==> src/rtl/tone_synth.sv <==
// Note-to-tone synthesiser: one-deep note slot, preset decode, square-wave divider.
// Optional octave transpose is enabled by defining TONE_SYNTH_OCT_EN.
module tone_synth #(
  parameter int TW = 11
) (
  input  logic          CLK,
  input  logic          RST,
  input  logic          TICK_EN,
  input  logic          NOTE_VALID,
  input  logic [3:0]    NOTE_IDX,
  output logic          NOTE_READY,
  input  logic [1:0]    OCT,
  output logic [3:0]    CODE,
  output logic          H,
  output logic [TW-1:0] TO,
  output logic          SPKS,
  output logic          BUSY
);

  typedef enum logic {
    S_IDLE,
    S_PLAY
  } state_t;

  state_t state;
  state_t state_nx;

  logic          pend_valid;
  logic [3:0]    pend_idx;
  logic          pend_rest;
  logic          pend_hi;
  logic          accept;
  logic          ovf;
  logic          consume;

  logic [TW-1:0] cnt;

  logic [10:0]   base;
  logic [3:0]    dec_code;
  logic          dec_h;
  logic [TW-1:0] dec_to;
  logic [TW-1:0] btw;
  logic [TW-1:0] span;
  logic [TW-1:0] half;
  logic [TW-1:0] tone_to;

  assign accept    = NOTE_VALID && !pend_valid;
  assign ovf       = TICK_EN && (&cnt);
  assign pend_rest = (pend_idx == 4'd0) || (pend_idx == 4'd15);
  assign pend_hi   = !pend_rest && (pend_idx >= 4'd8);
  assign consume   = pend_valid && ((state == S_IDLE) || ovf);

  // Base preset table at TW = 11; rests map to zero.
  always_comb begin
    base = 11'd0;
    case (pend_idx)
      4'd1:    base = 11'd773;
      4'd2:    base = 11'd912;
      4'd3:    base = 11'd1036;
      4'd4:    base = 11'd1116;
      4'd5:    base = 11'd1197;
      4'd6:    base = 11'd1290;
      4'd7:    base = 11'd1372;
      4'd8:    base = 11'd1410;
      4'd9:    base = 11'd1480;
      4'd10:   base = 11'd1542;
      4'd11:   base = 11'd1622;
      4'd12:   base = 11'd1668;
      4'd13:   base = 11'd1728;
      4'd14:   base = 11'd1770;
      default: base = 11'd0;
    endcase
  end

  // Half-period and preset, done modulo 2^TW:
  // 2^TW - x equals -x in TW bits.
  assign btw  = TW'(base) << (TW - 11);
  assign span = TW'(0) - btw;

`ifdef TONE_SYNTH_OCT_EN
  assign half = span >> OCT;
`else
  logic [1:0] oct_unused;
  assign oct_unused = OCT;
  assign half = span;
`endif

  assign tone_to = TW'(0) - half;

  // Note name, octave flag and preset of the pending note.
  always_comb begin
    dec_code = 4'd0;
    dec_h    = 1'b0;
    dec_to   = '1;
    unique case (1'b1)
      pend_rest: begin
        dec_code = 4'd0;
        dec_h    = 1'b0;
        dec_to   = '1;
      end
      pend_hi: begin
        dec_code = pend_idx - 4'd7;
        dec_h    = 1'b1;
        dec_to   = tone_to;
      end
      default: begin
        dec_code = pend_idx;
        dec_h    = 1'b0;
        dec_to   = tone_to;
      end
    endcase
  end

  // One-deep pending slot; accept and consume never coincide.
  always_ff @(posedge CLK) begin
    if (RST) begin
      pend_valid <= 1'b0;
      pend_idx   <= 4'd0;
    end else if (consume) begin
      pend_valid <= 1'b0;
    end else if (accept) begin
      pend_valid <= 1'b1;
      pend_idx   <= NOTE_IDX;
    end
  end

  // State register.
  always_ff @(posedge CLK) begin
    if (RST) begin
      state <= S_IDLE;
    end else begin
      state <= state_nx;
    end
  end

  // Next state: tones start play, rests stop it at a boundary.
  always_comb begin
    state_nx = state;
    unique case (state)
      S_IDLE: begin
        if (pend_valid && !pend_rest) begin
          state_nx = S_PLAY;
        end
      end
      S_PLAY: begin
        if (ovf && pend_valid && pend_rest) begin
          state_nx = S_IDLE;
        end
      end
      default: state_nx = S_IDLE;
    endcase
  end

  // Handshake and activity flags.
  always_comb begin
    NOTE_READY = !pend_valid;
    BUSY       = (state == S_PLAY);
  end

  // Divider, speaker level and active-note registers.
  always_ff @(posedge CLK) begin
    if (RST) begin
      cnt  <= '1;
      SPKS <= 1'b0;
      CODE <= 4'd0;
      H    <= 1'b0;
      TO   <= '1;
    end else begin
      unique case (state)
        S_IDLE: begin
          if (pend_valid) begin
            CODE <= dec_code;
            H    <= dec_h;
            TO   <= dec_to;
            SPKS <= 1'b0;
            if (!pend_rest) begin
              cnt <= dec_to;
            end
          end
        end
        S_PLAY: begin
          if (ovf) begin
            if (pend_valid && pend_rest) begin
              SPKS <= 1'b0;
              CODE <= dec_code;
              H    <= dec_h;
              TO   <= dec_to;
            end else if (pend_valid) begin
              SPKS <= ~SPKS;
              cnt  <= dec_to;
              CODE <= dec_code;
              H    <= dec_h;
              TO   <= dec_to;
            end else begin
              SPKS <= ~SPKS;
              cnt  <= TO;
            end
          end else if (TICK_EN) begin
            cnt <= cnt + TW'(1);
          end
        end
        default: begin
          SPKS <= 1'b0;
        end
      endcase
    end
  end

endmodule
==> config.mk <==
export PLATFORM = sky130hd
export DESIGN_NAME = tone_synth
export DESIGN_NICKNAME = d
export VERILOG_FILES = /design/src/rtl/tone_synth.sv
export SDC_FILE = /design/constraint.sdc
export NUM_CORES = 1
export LEC_CHECK = 0
export CORE_UTILIZATION = 50
export DETAILED_ROUTE_END_ITERATION = 10
export PLACE_DENSITY = 0.76
export SETUP_SLACK_MARGIN = 0.02
export SYNTH_ARGS = -nofsm -noshare
export SYNTH_HDL_FRONTEND = slang
export SYNTH_SLANG_ARGS = --single-unit
==> constraint.sdc <==
create_clock -name CLK -period 2.1 [get_ports CLK]
set_input_delay 0.21 -clock CLK [delete_from_list [all_inputs] [get_ports CLK]]
set_output_delay 0.21 -clock CLK [all_outputs]
set_load 0.05 [all_outputs]
==> flow_summary.toml, run 1 <==
[run_status]
status = "complete, no violations"

[critical_path]
cp_slowest_stage_delay_ns = 0.38
cp.required_ns = 2.29
worst_ep_arrival_time_ns = 2.24
crit_slowest_cell = "dfxtp_2"
critPathLaunchType = "flip-flop"
critical_path_peak_fanout = 7
crit_path_cell_trace = "inv_2, ha_2, or3b_4, a31oi_4, a311oi_2, buf_4, o21ai_1, a221o_1"
critPathKind = "reg -> reg"
cp-end-kind = "flip-flop"

[logic_synthesis]
postSynthAreaPerCell_um2 = 8.54
ys_ff_latch = 45
yosysWarnings = 0
synth_cells = 285
syn_nets = 305
synth-main-ff-cell = "dfxtp_1"
yosys-top-cells-area = "dfxtp_1 (37%), ha_1 (5.1%), nor2_1 (5.1%)"
ys_seq_area_share_pct = 37.0
synth_top_area_share_pct = 37.0
synth.distinct_cells = 59
syn_area_mm2 = 0.00243
ys_async_sr_fraction_pct = 0
synth_edf_count = 0
yosysTopAreaCell = "dfxtp_1"

[sta]
maxSlewHeadroom_pct = 62.3
fin_crit_sh_pct = 97.6
fmax_mhz = 488
tightest_slew_ns = 0.561
layout_min_cycle_time_ns = 2.05
skew_ns = 0.00440
setup_ws_ns = 0.0496
setup_viol = 0
hold_viol_final = 0
slew_viol_final = 0

[finish]
final_area_mm2 = 0.00312
area_growth_syn_to_layout_pct = 28.0
drive_gt1_share_pct = 21.5
final_nets = 359
diodes = 0

[global_route]
grt-ovfl-total = 0
grt_use_met1_pct = 31.8
grt_use_total_pct = 24.7
grt_first_pass_wirelength_mm = 10.0
grt_pass1_vias = 2189
use_met3_pct = 4.22
antenna_found_initial = 0
grt_util_met2_pct = 40.9
busiest_layer = "met2"
grt_max_degree = 24

[clock_tree]
htree_levels = 2
numCtsBuffers = 5
clock_latency_ns = 0.30
cts-root-buf = "clkbuf_8"
cts_tree = "built"
clock_path_buffers = 2
hold_buffers = 0
clk_pin_slew_ns = 0.09
clock_sinks = 45

[floorplanning]
fp.dieArea_mm2 = 0.00515
dieHeight_um = 71.8
core-area_mm2 = 0.00469
num_rows = 25
fp.dieW_um = 71.8
initial_utilization_pct = 51.9
ios = 29

[placed_design]
dpl-instance-area_mm2 = 0.00296
pre_cts_slack_ns = -0.0560
portBuffers = 26
dp_hpwl_mm = 4.43
gp_congestion = 0.864

[routing]
vias = 2299
drt-total-wl_mm = 6.01
dr.pass1.iters = 4
vias_per_cell = 5.84
drc_errors = 0
wire_per_inst_um = 15.3
drtIter0Drc = 186
ant_nets = 0

[job]
max_cap_viol_count = 0

[power]
irDropWorstVdd_v = 0.000316
power_density_mw_per_mm2 = 773
power_w = 0.00241
p_leak_nw = 1.27

[worst_hold_path]
hold_path.class = "reg -> reg"
==> state kept, by name (all words and copies together), names as in the netlist <==
| name | cells |
|---|---|
| base | 11 |
| cnt | 11 |
| SPKS | 1 |
| TO | 11 |
| pend_idx | 4 |
| CODE | 4 |
| H | 1 |
| pend_valid | 1 |
| BUSY | 1 |
==> area by class of cell <==
cell class / instances / area, um2
flip-flops and latches: 45 / 906
fillers: 393 / 1580
clock inverters: 2 / 17.5
well taps: 54 / 67.6
repair buffers: 65 / 558
multi-input cells: 208 / 1430
inverters: 14 / 52.6
clock buffers: 6 / 82.6
==> layout by cell type, fill, tap and decap left out, drive strengths merged, types with 2 or more instances in the layout <==
cell,Yosys,layout
mux2i,8,8
nor3,8,8
clkbuf,8,6
a21oi,9,9
o22ai,3,3
o21ai,21,21
mux4,2,2
nor4,3,3
clkdlybuf4s50,0,24
nor2b,2,2
a221o,5,5
o221ai,2,2
a32oi,3,3
a31oi,10,10
nand3,9,9
or4,2,2
nand4,2,2
nand2b,4,4
o211ai,10,10
nor2,33,33
ha,10,10
buf,10,41
nand2,32,32
dfxtp,45,45
and4,2,2
a211oi,2,2
a21boi,2,2
inv,14,15
xor2,4,4
or2,2,2
a311oi,2,2
==> final timing paths <==
kind / depth (start not counted) / start / end / slack, ns
worst min register to register: 2 / CODE[3]$_SDFFE_PP0N_ / CODE[3]$_SDFFE_PP0N_ / 0.46
worst max register to register: 8 / pend_idx[0]$_SDFFE_PP0N_ / cnt[5]$_SDFFE_PP1P_ / 0.05
worst min-delay path: 2 / CODE[3]$_SDFFE_PP0N_ / CODE[3]$_SDFFE_PP0N_ / 0.46
worst max-delay path: 8 / pend_idx[0]$_SDFFE_PP0N_ / cnt[5]$_SDFFE_PP1P_ / 0.05
==> Yosys cell counts, types with 2 or more instances <==
master and number:
xor2_1 4, nor2_1 33, o22ai_1 3, mux2i_1 8, and4_1 2, dfxtp_1 45
clkbuf_1 8, a221o_1 5, a21oi_1 8, mux4_2 2, buf_2 5, o211ai_1 10
ha_1 10, a311oi_1 2, o21ai_1 6, nor4_1 2, a31oi_1 10, o21ai_0 15
a21boi_0 2, buf_4 2, a211oi_1 2, nor2b_1 2, o221ai_1 2, nand3_1 8
buf_1 2, nand2b_1 4, inv_1 13, nand2_1 30, nor3_1 8, a32oi_1 3
==> per-stage QoR <==
stage                     utilization [%]  setup TNS [ns]  cells  hold slack, ns
after floorplan                         -               0    285           0.373
after global placement               63.0        -0.00966    384           0.442
after detailed placement             63.0          -0.180    384           0.456
after CTS                            65.2               0    392           0.469
after global routing                 66.4         -0.0593    394           0.492
final                                66.4               0    394           0.461
==> critical path: cells and delay by family, from the launching register on <==
family	cells	cell delay, ns
compound gates	4	0.82
fa+ha+maj	1	0.18
buf+inv	2	0.28
flops	1	0.38
simple gates	1	0.29
==> layer usage <==
layer / share of wire [%] / vias up
met2: 49 / 71
met5: 0 / -
li1: - / 1143
met1: 44 / 1075
met3: 5.6 / 10
met4: 1.5 / 0
==> what timing repair did <==
| action | CTS | global route |
|---|---|---|
| setup endpoints to repair | 4 | 18 |
| cloned | 0 | 1 |
| buffers inserted | 0 | 1 |
| pin swaps | 0 | 3 |
| resized for setup | 1 | 16 |
==> cell families after synthesis <==
group / count (synthesis) / share of synthesized area [%]
AND/OR/NAND/NOR: 105 / 22.0
flip-flops: 45 / 37.0
buffers and inverters: 32 / 5.81
XOR/XNOR: 4 / 1.44
adder cells (fa/ha/maj): 10 / 5.14
AO/OA/AOI/OAI: 78 / 23.0
multiplexers: 11 / 5.60
==> power by group <==
group,switching (W),internal (W),leakage (nW)
clock network,0.000304,0.000273,0.0518
logic,0.000488,0.000339,0.846
registers,0.0000696,0.000933,0.371
Power figures use the tool's default switching activity.
==> run 2: changes to the inputs <==
Settings changed: CORE_ASPECT_RATIO from default to 1.4.
==> flow_summary.toml, run 2 (synthesis results as in run 1) <==
[routing]
ant_nets = 0
drc_errors = 0
drt-total-wl_mm = 5.95
wire_per_inst_um = 14.9
vias_per_cell = 5.70
dr.pass1.iters = 4
drtIter0Drc = 125
vias = 2275

[critical_path]
critPathLaunchType = "flip-flop"
r2r_cells = 8
cp-end-kind = "flip-flop"
rrSetupSlack_ns = 0.09
critPathKind = "reg -> reg"
r2r_start = "pend_idx[0]$_SDFFE_PP0N_"
timing.rr.end = "cnt[2]$_SDFFE_PP1P_"
cp.required_ns = 2.29
critical_path_peak_fanout = 7
worst_ep_arrival_time_ns = 2.20

[sta]
fin_tns_setup_ns = 0
hold_viol_final = 0
tightest_slew_ns = 0.508
fmax_mhz = 497
fin_crit_sh_pct = 95.8
skew_ns = 0.00500
holdWs_ns = 0.461
maxSlewHeadroom_pct = 66.0
rsz0062_at_grt = "false"
layout_min_cycle_time_ns = 2.01
slew_viol_final = 0
setup_viol = 0

[global_route]
grt-ovfl-total = 0
grt_first_pass_wirelength_mm = 9.46
grt_max_degree = 29
antenna_found_initial = 0
grt_use_total_pct = 24.1
grt_pass1_vias = 2094

[power]
irDropWorstVdd_v = 0.000406
power_w = 0.00243
power_density_mw_per_mm2 = 779
p_leak_nw = 1.26

[finish]
diodes = 0
final_nets = 356
nFillCells = 383
final_cell_mix = "dfxtp_1 (43), buf_4 (35), nor2_1 (32)"
final_area_mm2 = 0.00312
layout_commonest_cell = "dfxtp_1"
drive_gt1_share_pct = 20.5
area_growth_syn_to_layout_pct = 28.1

[clock_tree]
cts_tree = "built"
hold_buffers = 0
clock_path_buffers = 2
numCtsBuffers = 5
htree_levels = 2
clk_pin_slew_ns = 0.09
cts-root-buf = "clkbuf_8"
clock_sinks = 45
clock_latency_ns = 0.29

[job]
max_cap_viol_count = 0

[placed_design]
gp_congestion = 0.848
dp_hpwl_mm = 4.47
dpl-instance-area_mm2 = 0.00295
portBuffers = 26

[run_status]
status = "complete, no violations"

[worst_hold_path]
hold_path.class = "reg -> reg"
holdPathEnd = "CODE[3]$_SDFFE_PP0N_"
hold_path_startpoint = "CODE[3]$_SDFFE_PP0N_"
hold_path_depth = 2

[floorplanning]
dieHeight_um = 84.5
ios = 29
core-area_mm2 = 0.00461
num_rows = 29
fp.dieW_um = 61.0
fp.dieArea_mm2 = 0.00515
initial_utilization_pct = 52.8
run 2: critical path: stages, from the launching register on:
cell and delay, ns:
dfxtp_4 0.37, inv_2 0.05, ha_1 0.21, or3b_4 0.30, a31oi_4 0.10, a311oi_2 0.31
buf_4 0.21, o21ai_1 0.07, a221o_1 0.28
run 2: through the flow:
step                      std cells  utilization [%]  setup slack (ns)
after floorplan                 285                -            0.0217
after global placement          389             64.0           -0.0823
after detailed placement        389             64.0            -0.137
after CTS                       397             66.3            0.0324
after global routing            399             67.7            0.0250
final                           399             67.7            0.0890
run 2: routing by layer:
metal | GRT usage [%] | share of wire [%]
met4 | 10.7 | 2.9
met1 | 28.6 | 41
met3 | 3.39 | 3.3
met2 | 41.7 | 53
met5 | 0 | 0
run 2: what timing repair did:
action | in CTS | in global routing
pin swaps | 0 | 1
gates resized for setup | 1 | 18
cloned | 0 | 1
setup buffers | 0 | 1
endpoints found under the setup margin | 4 | 11
run 2: cell type report:
class	count	area, um2	share of cell area, %
Multi-Input combinational cell	208	1430	46.0
Sequential cell	45	908	29.1
Timing Repair Buffer	62	541	17.3
Clock buffer	7	96.3	3.09
Tap cell	62	77.6	2.49
Inverter	14	52.6	1.69
Clock inverter	1	8.76	0.281
run 2: worst max path at each step:
| stage | startpoint | endpoint | slack (ns) |
|---|---|---|---|
| final | pend_idx[0]$_SDFFE_PP0N_ | cnt[2]$_SDFFE_PP1P_ | 0.09 |
| after global routing | pend_idx[0]$_SDFFE_PP0N_ | cnt[3]$_SDFFE_PP1P_ | 0.02 |
| after CTS | pend_valid$_SDFFE_PP0P_ | NOTE_READY | 0.03 |
| after detailed placement | NOTE_VALID | base[6]$_DFF_P_ | -0.14 |
| after global placement | NOTE_VALID | base[4]$_DFF_P_ | -0.08 |
| after floorplan | pend_valid$_SDFFE_PP0P_ | base[4]$_DFF_P_ | 0.02 |
run 2: power breakdown:
group / switching, W / internal (W)
clock: 0.000298 / 0.000304
sequential: 0.0000684 / 0.000932
combinational: 0.000488 / 0.000339
total: 0.000855 / 0.00158
==> run 3: changes to the inputs <==
Settings changed: CORE_UTILIZATION 50 to 42, GPL_ROUTABILITY_DRIVEN from default to 0, PLACE_DENSITY 0.76 to 0.65, SKIP_LAST_GASP from default to 1.
==> flow_summary.toml, run 3 (synthesis results as in run 1) <==
[run_status]
status = "complete, no violations"

[critical_path]
cp-end-kind = "flip-flop"
rrSetupSlack_ns = 0.06
timing.rr.end = "cnt[9]$_SDFFE_PP1P_"
crit_path_cell_trace = "ha_1, nand2_1, or4_4, a31o_1, a221o_1"
critPathKind = "reg -> reg"
r2r_cells = 5
worst_ep_arrival_time_ns = 2.24
cp.required_ns = 2.30
r2r_start = "cnt[1]$_SDFFE_PP1P_"
crit_slowest_cell = "or4_4"
critical_path_peak_fanout = 6
cp_slowest_stage_delay_ns = 0.64
critPathLaunchType = "flip-flop"

[global_route]
grt_max_degree = 24
grt-ovfl-total = 0
grt_pass1_vias = 2260
grt_use_total_pct = 22.3
antenna_found_initial = 0
grt_first_pass_wirelength_mm = 10.2

[sta]
slew_viol_final = 0
skew_ns = 0.0125
setup_ws_ns = 0.0611
tightest_slew_ns = 0.598
setup_viol = 0
rsz0062_at_grt = "false"
fin_crit_sh_pct = 97.1
hold_viol_final = 0
layout_min_cycle_time_ns = 2.04
fin_tns_setup_ns = 0
maxSlewHeadroom_pct = 59.8
fmax_mhz = 490

[routing]
dr.pass1.iters = 4
drt-total-wl_mm = 6.23
ant_nets = 0
vias = 2312
drc_errors = 0
wire_per_inst_um = 15.1
drtIter0Drc = 130
vias_per_cell = 5.61

[power]
clockPowerShare_pct = 22.9
swShare_pct = 35.7
power_density_mw_per_mm2 = 764
pwr-share-seq_pct = 41.3
p_int_w = 0.00156
p_leak_nw = 1.29
pwr-share-comb_pct = 35.8
switchingPower_w = 0.000865
power_w = 0.00242
irDropWorstVdd_v = 0.000452

[clock_tree]
cts_tree = "built"
numCtsBuffers = 5
clock_path_buffers = 2
hold_buffers = 0
clk_pin_slew_ns = 0.09
clock_sinks = 45
htree_levels = 2
clock_latency_ns = 0.30
cts-root-buf = "clkbuf_8"

[floorplanning]
fp.dieArea_mm2 = 0.00611
initial_utilization_pct = 43.7
core-area_mm2 = 0.00557
fp.dieW_um = 66.3
dieHeight_um = 92.1
num_rows = 32
ios = 29

[finish]
diodes = 0
final_cell_mix = "dfxtp_1 (43), buf_4 (43), nor2_1 (33)"
final_cells = 412
final_area_mm2 = 0.00317
area_growth_syn_to_layout_pct = 30.4
nFillCells = 542
drive_gt1_share_pct = 22.1
final_nets = 364

[worst_hold_path]
holdPathEnd = "CODE[3]$_SDFFE_PP0N_"
hold_path_startpoint = "CODE[3]$_SDFFE_PP0N_"
hold_path_depth = 2
hold_path.class = "reg -> reg"

[placed_design]
dp_hpwl_mm = 4.61
place_inst = 401
portBuffers = 26
pre_cts_slack_ns = -0.0866
dpl-instance-area_mm2 = 0.00300

[job]
max_cap_viol_count = 0
-- run 3: cell count changes in the layout (fill, tap and decap cells not counted), sizes merged --
cell,before,now
clkbuf,7,6
inv,15,14
buf,37,46
dlymetal6s2s,1,0
clkinvlp,0,1
-- run 3: critical path: cells and delay by family, from the launching register on --
| family | cells | cell delay [ns] |
|---|---|---|
| AND/OR/NAND/NOR | 2 | 0.81 |
| AO/OA/AOI/OAI | 2 | 0.58 |
| adder cells (fa/ha/maj) | 1 | 0.19 |
| flip-flops | 1 | 0.36 |
-- run 3: timing repair --
action                                  CTS  global route
endpoints found under the setup margin    6             9
hold endpoints to repair                  0             0
setup buffers                             2             1
pin swaps                                 1             2
cloned                                    1             0
resized for setup                         9             4
-- run 3: final cells by class --
class | instances | area [um2] | area share [%]
multi-input cells | 208 | 1440 | 45.5
inverters | 14 | 52.6 | 1.66
flip-flops and latches | 45 | 903 | 28.5
clock inverters | 1 | 7.51 | 0.237
repair buffers | 70 | 599 | 18.9
well taps | 68 | 85.1 | 2.68
clock buffers | 6 | 82.6 | 2.60
-- run 3: worst max path at each step --
| stage | startpoint | to | slack [ns] | cells past startpoint |
|---|---|---|---|---|
| 2_1_floorplan | pend_valid$_SDFFE_PP0P_ | base[4]$_DFF_P_ | 0.02 | 8 |
| 3_3_place_gp | TICK_EN | cnt[2]$_SDFFE_PP1P_ | -0.05 | 7 |
| 3_5_place_dp | pend_idx[0]$_SDFFE_PP0N_ | cnt[3]$_SDFFE_PP1P_ | -0.09 | 8 |
| 4_1_cts | pend_idx[0]$_SDFFE_PP0N_ | cnt[3]$_SDFFE_PP1P_ | 0.03 | 7 |
| 5_1_grt | cnt[1]$_SDFFE_PP1P_ | CODE[0]$_SDFFE_PP0N_ | 0.02 | 6 |
| 6_report | cnt[1]$_SDFFE_PP1P_ | cnt[9]$_SDFFE_PP1P_ | 0.06 | 5 |
-- run 3: per-layer routing --
metal / up-vias / routed length, um / track usage, %
met2: 47 / 3300 / 39.5
met5: - / 0 / 0
met1: 1092 / 2500 / 23.8
met4: 0 / 248 / 12.6
met3: 20 / 174 / 4.10
li1: 1153 / - / -
-- run 3: metrics by stage --
step / hold WS [ns] / utilization, %
final: 0.464 / 57.0
after detailed placement: 0.455 / 53.9
after global placement: 0.445 / 53.9
after CTS: 0.468 / 56.9
after floorplan: 0.373 / -
after global routing: 0.487 / 57.0
-- run 3: power groups by stage --
stage | Sequential [W] | Clock (W) | Combinational [W]
after floorplan | 0.00109 | 0 | 0.000458
after detailed placement | 0.00102 | 0 | 0.000817
after global routing | 0.00101 | 0.000599 | 0.000937
after global placement | 0.00102 | 0 | 0.000806
after CTS | 0.00100 | 0.000573 | 0.000864
final | 0.00100 | 0.000555 | 0.000868
